[src/rtl/ahb_pkg.sv]
// ahb_pkg: shared AHB-Lite encodings and burst helpers for the refill sequencer.
//   htrans_e : AHB transfer type encoding (IDLE/BUSY/NONSEQ/SEQ)
//   hburst_e : AHB burst type encoding (SINGLE .. INCR16)
//   state_e  : sequencer FSM states
//   beats()  : number of beats issued for a burst type (INCR is fixed at 4)
//   is_wrap(): 1 for the wrapping burst types
package ahb_pkg;

  typedef enum logic [1:0] {
    HTRANS_IDLE   = 2'b00,
    HTRANS_BUSY   = 2'b01,
    HTRANS_NONSEQ = 2'b10,
    HTRANS_SEQ    = 2'b11
  } htrans_e;

  typedef enum logic [2:0] {
    HBURST_SINGLE = 3'b000,
    HBURST_INCR   = 3'b001,
    HBURST_WRAP4  = 3'b010,
    HBURST_INCR4  = 3'b011,
    HBURST_WRAP8  = 3'b100,
    HBURST_INCR8  = 3'b101,
    HBURST_WRAP16 = 3'b110,
    HBURST_INCR16 = 3'b111
  } hburst_e;

  typedef enum logic [1:0] {
    ST_IDLE  = 2'b00,
    ST_ADDR  = 2'b01,
    ST_DRAIN = 2'b10
  } state_e;

  localparam int BEAT_CNT_W = 5;

  // Undefined-length INCR is treated as a 4-beat burst.
  function automatic logic [BEAT_CNT_W-1:0] beats(input hburst_e hb);
    case (hb)
      HBURST_SINGLE: return 5'd1;
      HBURST_WRAP8,
      HBURST_INCR8:  return 5'd8;
      HBURST_WRAP16,
      HBURST_INCR16: return 5'd16;
      default:       return 5'd4;
    endcase
  endfunction

  function automatic logic is_wrap(input hburst_e hb);
    return (hb == HBURST_WRAP4) || (hb == HBURST_WRAP8) || (hb == HBURST_WRAP16);
  endfunction

endpackage

[src/rtl/ahb_burst_addr_gen.sv]
// ahb_burst_addr_gen: combinational next-beat address for AHB bursts.
//   cur    in  ADDR_W  address of the beat currently in its address phase
//   hburst in  3       latched burst type
//   nxt    out ADDR_W  address of the following beat
// INCR types step by the beat stride; WRAP types keep the bits above the
// wrap boundary and let only the in-window bits advance.
module ahb_burst_addr_gen
  import ahb_pkg::*;
#(
  parameter int ADDR_W = 32,
  parameter int DATA_W = 32
) (
  input  logic [ADDR_W-1:0] cur,
  input  hburst_e           hburst,
  output logic [ADDR_W-1:0] nxt
);

  localparam logic [ADDR_W-1:0] STRIDE = ADDR_W'(DATA_W / 8);

  logic [ADDR_W-1:0] incr_addr;
  logic [ADDR_W-1:0] wrap_mask;

  always_comb begin
    incr_addr = cur + STRIDE;
    // Window size in bytes minus one, e.g. 0xF for WRAP4 with 4-byte beats.
    wrap_mask = (ADDR_W'(beats(hburst)) * STRIDE) - ADDR_W'(1);
    if (is_wrap(hburst)) begin
      nxt = (cur & ~wrap_mask) | (incr_addr & wrap_mask);
    end else begin
      nxt = incr_addr;
    end
  end

endmodule

[src/rtl/ahb_transfer_handler.sv]
// ahb_transfer_handler: AHB-Lite burst sequencer for I-cache refill.
//   clk       in   1       rising-edge clock
//   rst       in   1       synchronous active-high reset
//   addr      in   ADDR_W  requested burst start address (low bits ignored)
//   hwrite    in   1       1 = write burst, read data is not captured
//   hrdata    in   DATA_W  AHB read data
//   hready    in   1       completes data phase / accepts address phase
//   hwdata    in   DATA_W  write data, observed only
//   hburst    in   3       AHB burst type
//   htrans    out  2       AHB transfer type (BUSY never issued)
//   read_addr out  ADDR_W  address of the beat in its address phase
//   read_data out  DATA_W  last captured read beat
//
// state    | meaning
// ---------+---------------------------------------------------------------
// ST_IDLE  | htrans=IDLE; waiting for a start address different from the last
// ST_ADDR  | address phases of the burst are being issued (NONSEQ then SEQ)
// ST_DRAIN | all addresses accepted; waiting for the final data phase
module ahb_transfer_handler
  import ahb_pkg::*;
#(
  parameter int ADDR_W = 32,
  parameter int DATA_W = 32
) (
  input  logic              clk,
  input  logic              rst,
  input  logic [ADDR_W-1:0] addr,
  input  logic              hwrite,
  input  logic [DATA_W-1:0] hrdata,
  input  logic              hready,
  input  logic [DATA_W-1:0] hwdata,
  input  logic [2:0]        hburst,
  output logic [1:0]        htrans,
  output logic [ADDR_W-1:0] read_addr,
  output logic [DATA_W-1:0] read_data
);

  localparam logic [ADDR_W-1:0] ALIGN_MASK = ~(ADDR_W'(DATA_W / 8) - ADDR_W'(1));

  state_e                  state_q, state_d;
  htrans_e                 htrans_q, htrans_d;
  logic [ADDR_W-1:0]       read_addr_q, read_addr_d;
  logic [DATA_W-1:0]       read_data_q, read_data_d;
  logic [ADDR_W-1:0]       last_start_q, last_start_d;
  logic                    start_valid_q, start_valid_d;
  hburst_e                 burst_q, burst_d;
  logic                    write_q, write_d;
  logic [BEAT_CNT_W-1:0]   beats_q, beats_d;
  logic [BEAT_CNT_W-1:0]   issued_q, issued_d;
  logic                    pend_q, pend_d;

  logic [ADDR_W-1:0]       start_addr;
  logic [ADDR_W-1:0]       next_addr;
  logic                    start_req;
  logic                    last_accept;
  logic                    unused_hwdata;

  assign unused_hwdata = ^hwdata;

  assign start_addr  = addr & ALIGN_MASK;
  // Re-requesting the address of the previous burst does not refetch it.
  assign start_req   = !start_valid_q || (start_addr != last_start_q);
  assign last_accept = (issued_q + 5'd1) == beats_q;

  ahb_burst_addr_gen #(
    .ADDR_W (ADDR_W),
    .DATA_W (DATA_W)
  ) u_addr_gen (
    .cur    (read_addr_q),
    .hburst (burst_q),
    .nxt    (next_addr)
  );

  always_comb begin
    state_d       = state_q;
    htrans_d      = htrans_q;
    read_addr_d   = read_addr_q;
    read_data_d   = read_data_q;
    last_start_d  = last_start_q;
    start_valid_d = start_valid_q;
    burst_d       = burst_q;
    write_d       = write_q;
    beats_d       = beats_q;
    issued_d      = issued_q;
    pend_d        = pend_q;

    case (state_q)
      ST_IDLE: begin
        if (start_req) begin
          last_start_d  = start_addr;
          start_valid_d = 1'b1;
          burst_d       = hburst_e'(hburst);
          write_d       = hwrite;
          beats_d       = beats(hburst_e'(hburst));
          issued_d      = '0;
          pend_d        = 1'b0;
          read_addr_d   = start_addr;
          htrans_d      = HTRANS_NONSEQ;
          state_d       = ST_ADDR;
        end
      end
      ST_ADDR: begin
        if (hready) begin
          // Same edge accepts this address and completes the previous data phase.
          if (pend_q && !write_q) begin
            read_data_d = hrdata;
          end
          pend_d   = 1'b1;
          issued_d = issued_q + 5'd1;
          if (last_accept) begin
            htrans_d = HTRANS_IDLE;
            state_d  = ST_DRAIN;
          end else begin
            read_addr_d = next_addr;
            htrans_d    = HTRANS_SEQ;
          end
        end
      end
      ST_DRAIN: begin
        if (hready) begin
          if (pend_q && !write_q) begin
            read_data_d = hrdata;
          end
          pend_d  = 1'b0;
          state_d = ST_IDLE;
        end
      end
      default: begin
        htrans_d = HTRANS_IDLE;
        pend_d   = 1'b0;
        state_d  = ST_IDLE;
      end
    endcase
  end

  always_ff @(posedge clk) begin
    if (rst) begin
      state_q       <= ST_IDLE;
      htrans_q      <= HTRANS_IDLE;
      read_addr_q   <= '0;
      read_data_q   <= '0;
      last_start_q  <= '0;
      start_valid_q <= 1'b0;
      burst_q       <= HBURST_SINGLE;
      write_q       <= 1'b0;
      beats_q       <= '0;
      issued_q      <= '0;
      pend_q        <= 1'b0;
    end else begin
      state_q       <= state_d;
      htrans_q      <= htrans_d;
      read_addr_q   <= read_addr_d;
      read_data_q   <= read_data_d;
      last_start_q  <= last_start_d;
      start_valid_q <= start_valid_d;
      burst_q       <= burst_d;
      write_q       <= write_d;
      beats_q       <= beats_d;
      issued_q      <= issued_d;
      pend_q        <= pend_d;
    end
  end

  assign htrans    = htrans_q;
  assign read_addr = read_addr_q;
  assign read_data = read_data_q;

endmodule

[config.mk]
export PLATFORM = sky130hd
export DESIGN_NAME = ahb_transfer_handler
export DESIGN_NICKNAME = d
export VERILOG_FILES = /design/src/rtl/ahb_pkg.sv /design/src/rtl/ahb_burst_addr_gen.sv /design/src/rtl/ahb_transfer_handler.sv
export SDC_FILE = /design/constraint.sdc
export NUM_CORES = 1
export LEC_CHECK = 0
export CAP_MARGIN = 20
export CORE_UTILIZATION = 45
export DETAILED_ROUTE_END_ITERATION = 7
export GPL_ROUTABILITY_DRIVEN = 0
export PLACE_DENSITY = 0.84
export SYNTH_ARGS = -nofsm -noshare
export SYNTH_HDL_FRONTEND = slang
export SYNTH_SLANG_ARGS = --single-unit
[constraint.sdc]
create_clock -name clk -period 2.4 [get_ports clk]
set_clock_uncertainty 0.1 [all_clocks]
set_input_delay 0.36 -clock clk [delete_from_list [all_inputs] [get_ports clk]]
set_output_delay 0.36 -clock clk [all_outputs]
set_load 0.01 [all_outputs]
==> run_results.csv, run 1 <==
group,metric,value,unit
setup_path,crit_slowest_cell,"dfxtp_1",
logic_synthesis,synthesis.area,0.00558,mm²
timing,rsz0062_at_grt,"true",
routing,drc,0,
grt,grt_max_degree,62,
power_and_ir_drop,power_per_cell_area,996,mW/mm²
power_and_ir_drop,pwr-share-comb,0.466,
logic_synthesis,synth_edf_count,0,
power_and_ir_drop,power_switching,2.95,mW
setup_path,start_kind,"register",
timing,setup_viol,0,
timing,hold_viol,0,
clock_tree,cts_setup_buffers,0,
timing,worst_pin_slew,509,ps
grt,grt_pass1_vias,5285,
grt,antenna_found_initial,0,
grt,grt_pass1_wl,26500,µm
power_and_ir_drop,p_leak,3.06,nW
power_and_ir_drop,switching_share,0.372,
die,core.rowCount,40,
timing,final.period_utilization,0.960,
setup_path,cp_cell_sequence,"ha_2, buf_4, nand4b_1, a211oi_2, o311ai_4, a21oi_2, buf_4, nor4_1, a31o_2",
grt,grt_overflow_total,0,
clock_tree,clock_tree.buffer_depth,2,
placed_design,io_buffer_count,132,
routing,wl,16800,µm
timing,post-route-min-period,2300,ps
clock_tree,clkTransAtPathRegs,80,ps
logic_synthesis,ys_seq_area_frac,0.398,
setup_path,slowest_delay,370,ps
logic_synthesis,synth_area_leaders,"dfxtp_1, mux2i_1, nand2_1",
routing,drt_pass1_iterations,5,
logic_synthesis,synth_cell_type_count,65,
logic_synthesis,async_reset_ff_frac,0,
setup_path,path_delay_family,"compound AO/OA/AOI/OAI gates",
routing,via_count,5723,
setup_path,worst-path-buf-inv,2,
routing,drt_iter0_drc,641,
clock_tree,htreeDepth,3,
routing,wl_per_cell,16.6,µm
logic_synthesis,synth_seq_cells,111,
power_and_ir_drop,p_int,4.98,mW
grt,grtUsageTotal,0.262,
placed_design,post-dp-hpwl,12200,µm
logic_synthesis,ys_warn_count,0,
clock_tree,cts_buffers,9,
routing,ant_nets,0,
setup_path,worstPathArrival,2460,ps
power_and_ir_drop,total_power,7.92,mW
clock_tree,hold_buffers,0,
timing,finalSetupTns,0,ps
logic_synthesis,yosysMostFrequentCell,"dfxtp_1",
run,cap_violations,0,
finish,fin_nets,951,
finish,synthToLayoutAreaGrowth,42.6,%
setup_path,crit_type,"register to register",
finish,diodes,0,
logic_synthesis,avgSynthCellArea,8.41,µm²
setup_path,crit_path_end_kind,"register",
timing,max_slew_margin,0.660,
die,fp.dieW,113,µm
clock_tree,cts_tree,"yes",
logic_synthesis,ys_top_cells_by_count,"dfxtp_1, nand2_1, a21oi_1",
power_and_ir_drop,pwr-share-seq,0.325,
die,dieArea,0.0128,mm²
die,core,0.0121,mm²
clock_tree,cts_sinks,111,
timing,slew_viol_final,0,
setup_path,crit_required,2560,ps
finish,drive_gt1_frac,0.145,
setup_path,cpMostUsedCell,"buf_4",
die,die_y,113,µm
die,initial_utilization,0.463,
die,io_pins,169,
logic_synthesis,synth-main-ff-cell,"dfxtp_1",
hold_path,hp-class,"input port to register",
power_and_ir_drop,p_clk_frac,0.209,
clock_tree,clock-root-buffer,"clkbuf_16",
outcome,status,"finished, final reports clean",
timing,fmax,0.434,GHz
logic_synthesis,netlist_instances,663,
setup_path,path_max_fanout,12,
logic_synthesis,synthDominantCellAreaShare,0.398,
logic_synthesis,yosys.area.top_type,"dfxtp_1",
clock_tree,insertion_delay,360,ps
finish,nFillCells,966,
power_and_ir_drop,ir_drop,0.672,mV
routing,avgViaCountPerCell,5.64,
-- final timing paths --
| path | from | endpoint | cells past startpoint | slack (ps) |
|---|---|---|---|---|
| setup / recovery | issued_q[1]$_SDFFE_PP0P_ | read_addr[27]$_SDFFE_PP0P_ | 9 | 100 |
| hold / removal | rst | read_addr[17]$_SDFFE_PP0P_ | 2 | 150 |
| setup reg to reg | issued_q[1]$_SDFFE_PP0P_ | read_addr[27]$_SDFFE_PP0P_ | 9 | 100 |
| hold reg to reg | read_data[6]$_SDFFE_PP0P_ | read_data[6]$_SDFFE_PP0P_ | 2 | 350 |
-- what timing repair did --
item,CTS,global route
cloned,0,0
resized for setup,2,11
pin swaps,0,2
endpoints found under the setup margin,14,19
-- layout by cell type (no fill, tap or decap), types with 11 or more instances in the layout --
cell,synthesis,final
nor3_1,20,20
o21ai_0,12,12
buf_4,5,76
a21oi_1,65,65
dfxtp_1,111,111
clkdlybuf4s50_1,0,131
xnor2_1,38,36
mux2i_1,38,38
nand4_1,11,11
nor2_1,57,57
nand2_1,96,95
nand3_1,22,22
-- power by group through the flow --
stage          logic [mW]  clock network [mW]  registers, mW
2_1_floorplan        1.96                   0           2.66
3_3_place_gp         3.52                   0           2.58
3_5_place_dp         3.57                   0           2.60
4_1_cts              3.60                1.67           2.56
5_1_grt              3.96                1.74           2.61
6_report             3.69                1.66           2.58
-- per-stage QoR --
step	setup slack, ps	util	instances	area, µm²	hold WS, ps
5_1_grt	-49.4	0.659	1015	7950	147
3_5_place_dp	-278	0.628	1000	7570	347
6_report	95.8	0.659	1015	7950	151
4_1_cts	15.9	0.655	1015	7910	140
2_1_floorplan	193	-	664	5580	334
3_3_place_gp	-199	0.628	1000	7570	341
-- kinds of logic (layout without fill, tap and decap cells) --
family	Yosys count	count (layout)	synth area share
AO/OA/AOI/OAI	159	159	0.197
XOR/XNOR	44	44	0.0691
adder cells (fa/ha/maj)	5	5	0.0112
buffers and inverters	52	235	0.0413
flip-flops	111	111	0.398
multiplexers	38	38	0.0682
other	1	2	0.000672
AND/OR/NAND/NOR	253	253	0.215
-- layer usage --
metal / part of all wire / GRT usage / vias up
met5: 0 / 0 / -
met4: 0.027 / 0.0982 / 0
met3: 0.082 / 0.0503 / 38
met2: 0.47 / 0.431 / 265
met1: 0.42 / 0.340 / 2684
li1: - / - / 2736
-- registers in the layout, indices dropped and copies added (netlist names), 2 cells and up --
| name | flops |
|---|---|
| htrans | 2 |
| state_q | 2 |
| last_start_q | 30 |
| burst_q | 3 |
| read_addr | 30 |
| read_data | 32 |
| issued_q | 5 |
| beats_q | 4 |
-- cell type report --
type / count / area, µm² / share of cell area
repair buffers: 212 / 1970 / 0.248
flip-flops and latches: 111 / 2220 / 0.279
multi-input cells: 501 / 3190 / 0.401
clock inverters: 5 / 88.8 / 0.0112
clock buffers: 10 / 239 / 0.0300
inverters: 8 / 30.0 / 0.00378
well taps: 168 / 210 / 0.0264
-- worst reg2reg max path: cells and delay by family (launching register included) --
family / cells / cell delay, ps
AO/OA/AOI/OAI: 4 / 970
buffers and inverters: 2 / 380
flip-flops: 1 / 370
adder cells (fa/ha/maj): 1 / 220
AND/OR/NAND/NOR: 2 / 190
Note: power is estimated with default switching activity, not from simulation.
==> run 2: changes to the inputs <==
Settings changed: CORE_UTILIZATION 45 to 47, PLACE_DENSITY 0.84 to 0.87.
==> run_results.csv, run 2 (synthesis gave the netlist of run 1 again) <==
group,metric,value,unit
finish,largest_reg_flops,32,
power_and_ir_drop,pwr-share-seq,0.334,
run,cap_violations,0,
finish,nFillCells,842,
clock_tree,clkTransAtPathRegs,70,ps
placed_design,dp_slack,-319,ps
setup_path,worst-path-buf-inv,4,
placed_design,place_inst,969,
timing,max_slew_margin,0.616,
die,dieArea,0.0123,mm²
setup_path,path_depth,10,
timing,slew_viol_final,0,
clock_tree,cts_buffers,9,
finish,drive_gt1_frac,0.140,
clock_tree,cts_sinks,111,
grt,grt_pass1_wl,28300,µm
setup_path,r2r-start,"issued_q[0]$_SDFFE_PP0P_",
timing,worst_pin_slew,576,ps
timing,hold_viol,0,
hold_path,hp-class,"input port to register",
power_and_ir_drop,p_leak,3.02,nW
power_and_ir_drop,p_clk_frac,0.210,
finish,fin_nets,945,
timing,worst_slack,69.7,ps
setup_path,crit_slowest_cell,"clkdlybuf4s50_1",
setup_path,path_delay_family,"buffers and inverters",
routing,ant_nets,0,
routing,drt_pass1_iterations,8,
grt,grt_overflow_total,0,
setup_path,cpMostUsedCell,"buf_4",
placed_design,dpl_cell_area,0.00748,mm²
power_and_ir_drop,switching_share,0.382,
clock_tree,clock_tree.buffer_depth,2,
grt,grt_max_degree,53,
die,core.rowCount,39,
setup_path,path_max_fanout,13,
grt,grtUsageTotal,0.289,
finish,synthToLayoutAreaGrowth,40.9,%
routing,via_count,5866,
power_and_ir_drop,total_power,7.83,mW
routing,wl,17900,µm
timing,finalSetupTns,0,ps
setup_path,r2r_end,"read_addr[31]$_SDFFE_PP0P_",
setup_path,cp-endpoint,"pend_q$_SDFFE_PP0P_",
routing,drc,18,
timing,fin_hold_ws,138,ps
routing,wl_per_cell,18.2,µm
clock_tree,htreeDepth,3,
clock_tree,insertion_delay,360,ps
clock_tree,clock-root-buffer,"clkbuf_16",
power_and_ir_drop,power_per_cell_area,996,mW/mm²
setup_path,crit_path_end_kind,"register",
power_and_ir_drop,p_int,4.84,mW
grt,antenna_found_initial,0,
setup_path,startpoint,"addr[25]",
routing,drt_iter0_drc,791,
die,fp.dieW,111,µm
setup_path,crit_required,2590,ps
finish,stdcell_area,0.00786,mm²
timing,rsz0062_at_grt,"false",
timing,post-route-min-period,2330,ps
finish,fin_util,0.683,
power_and_ir_drop,power_switching,2.99,mW
finish,final_cell_mix,"clkdlybuf4s50_1, dfxtp_1, nand2_1",
die,io_pins,169,
placed_design,post-dp-hpwl,12800,µm
clock_tree,cts_tree,"yes",
setup_path,reg2reg_depth,8,
setup_path,cp_cell_sequence,"clkdlybuf4s50_1, xnor2_1, nand4_1, nor4_2, buf_4, buf_4, nand3_1, buf_4, a21bo_2, a21oi_1",
timing,setup_viol,0,
placed_design,io_buffer_count,132,
setup_path,start_kind,"input port",
setup_path,slowest_delay,450,ps
timing,final.period_utilization,0.971,
die,initial_utilization,0.484,
grt,grt_pass1_vias,5846,
outcome,status,"finished with violations",
finish,final_common_cell,"clkdlybuf4s50_1",
power_and_ir_drop,ir_drop,0.652,mV
setup_path,crit_type,"input port to register",
finish,fin_cells,985,
setup_path,r2r_setup_slack,80,ps
setup_path,worstPathArrival,2520,ps
finish,diodes,0,
outcome,violations,"DRC",
routing,avgViaCountPerCell,5.96,
die,core,0.0115,mm²
timing,fmax,0.429,GHz
die,die_y,111,µm
power_and_ir_drop,pwr-share-comb,0.456,
run 2: cell count changes in the layout (fill, tap and decap cells not counted), sizes merged:
cell	change
buf	-6
clkbuf	+1
run 2: worst min-delay path by stage:
| stage | start | endpoint | slack (ps) | cells past startpoint |
|---|---|---|---|---|
| 4_1_cts | rst | read_addr[17]$_SDFFE_PP0P_ | 120 | 2 |
| 3_5_place_dp | read_data[0]$_SDFFE_PP0P_ | read_data[0]$_SDFFE_PP0P_ | 350 | 2 |
| 2_1_floorplan | start_valid_q$_SDFFE_PP0P_ | start_valid_q$_SDFFE_PP0P_ | 330 | 2 |
| 6_report | rst | read_addr[17]$_SDFFE_PP0P_ | 140 | 2 |
| 3_3_place_gp | read_data[10]$_SDFFE_PP0P_ | read_data[10]$_SDFFE_PP0P_ | 340 | 2 |
| 5_1_grt | rst | read_addr[17]$_SDFFE_PP0P_ | 130 | 2 |
run 2: metal layers:
layer	track usage	vias up	routed length, µm
met5	0	-	0
met4	0.137	0	607
met3	0.0929	64	1730
met2	0.484	328	8760
met1	0.333	2748	6840
li1	-	2726	-
run 2: worst register-to-register path: cells and delay by family (launching register included):
| kind | cells | cell delay (ps) |
|---|---|---|
| buf+inv | 1 | 220 |
| compound gates | 5 | 1160 |
| fa+ha+maj | 1 | 220 |
| flops | 1 | 330 |
| simple gates | 1 | 160 |
run 2: final cells by class:
cell class / count / area [µm²] / area share
Clock buffer: 11 / 233 / 0.0296
Tap cell: 143 / 179 / 0.0228
Multi-Input combinational cell: 501 / 3200 / 0.407
Inverter: 8 / 30.0 / 0.00382
Sequential cell: 111 / 2220 / 0.283
Timing Repair Buffer: 206 / 1910 / 0.243
Clock inverter: 5 / 88.8 / 0.0113
run 2: timing repair:
action / in CTS / in global routing
hold endpoints to repair: 0 / 0
gates resized for setup: 4 / 10
hold buffers: 0 / 0
setup endpoints to repair: 10 / 16
buffers inserted: 0 / 0
gates cloned: 0 / 0
pin swaps: 1 / 1
run 2: power groups by stage:
| stage | clock (mW) | sequential, mW | combinational [mW] |
|---|---|---|---|
| after floorplan | 0 | 2.66 | 1.96 |
| after global placement | 0 | 2.60 | 3.29 |
| after detailed placement | 0 | 2.63 | 3.42 |
| after CTS | 1.66 | 2.60 | 3.47 |
| after global routing | 1.74 | 2.67 | 3.78 |
| final | 1.65 | 2.61 | 3.57 |
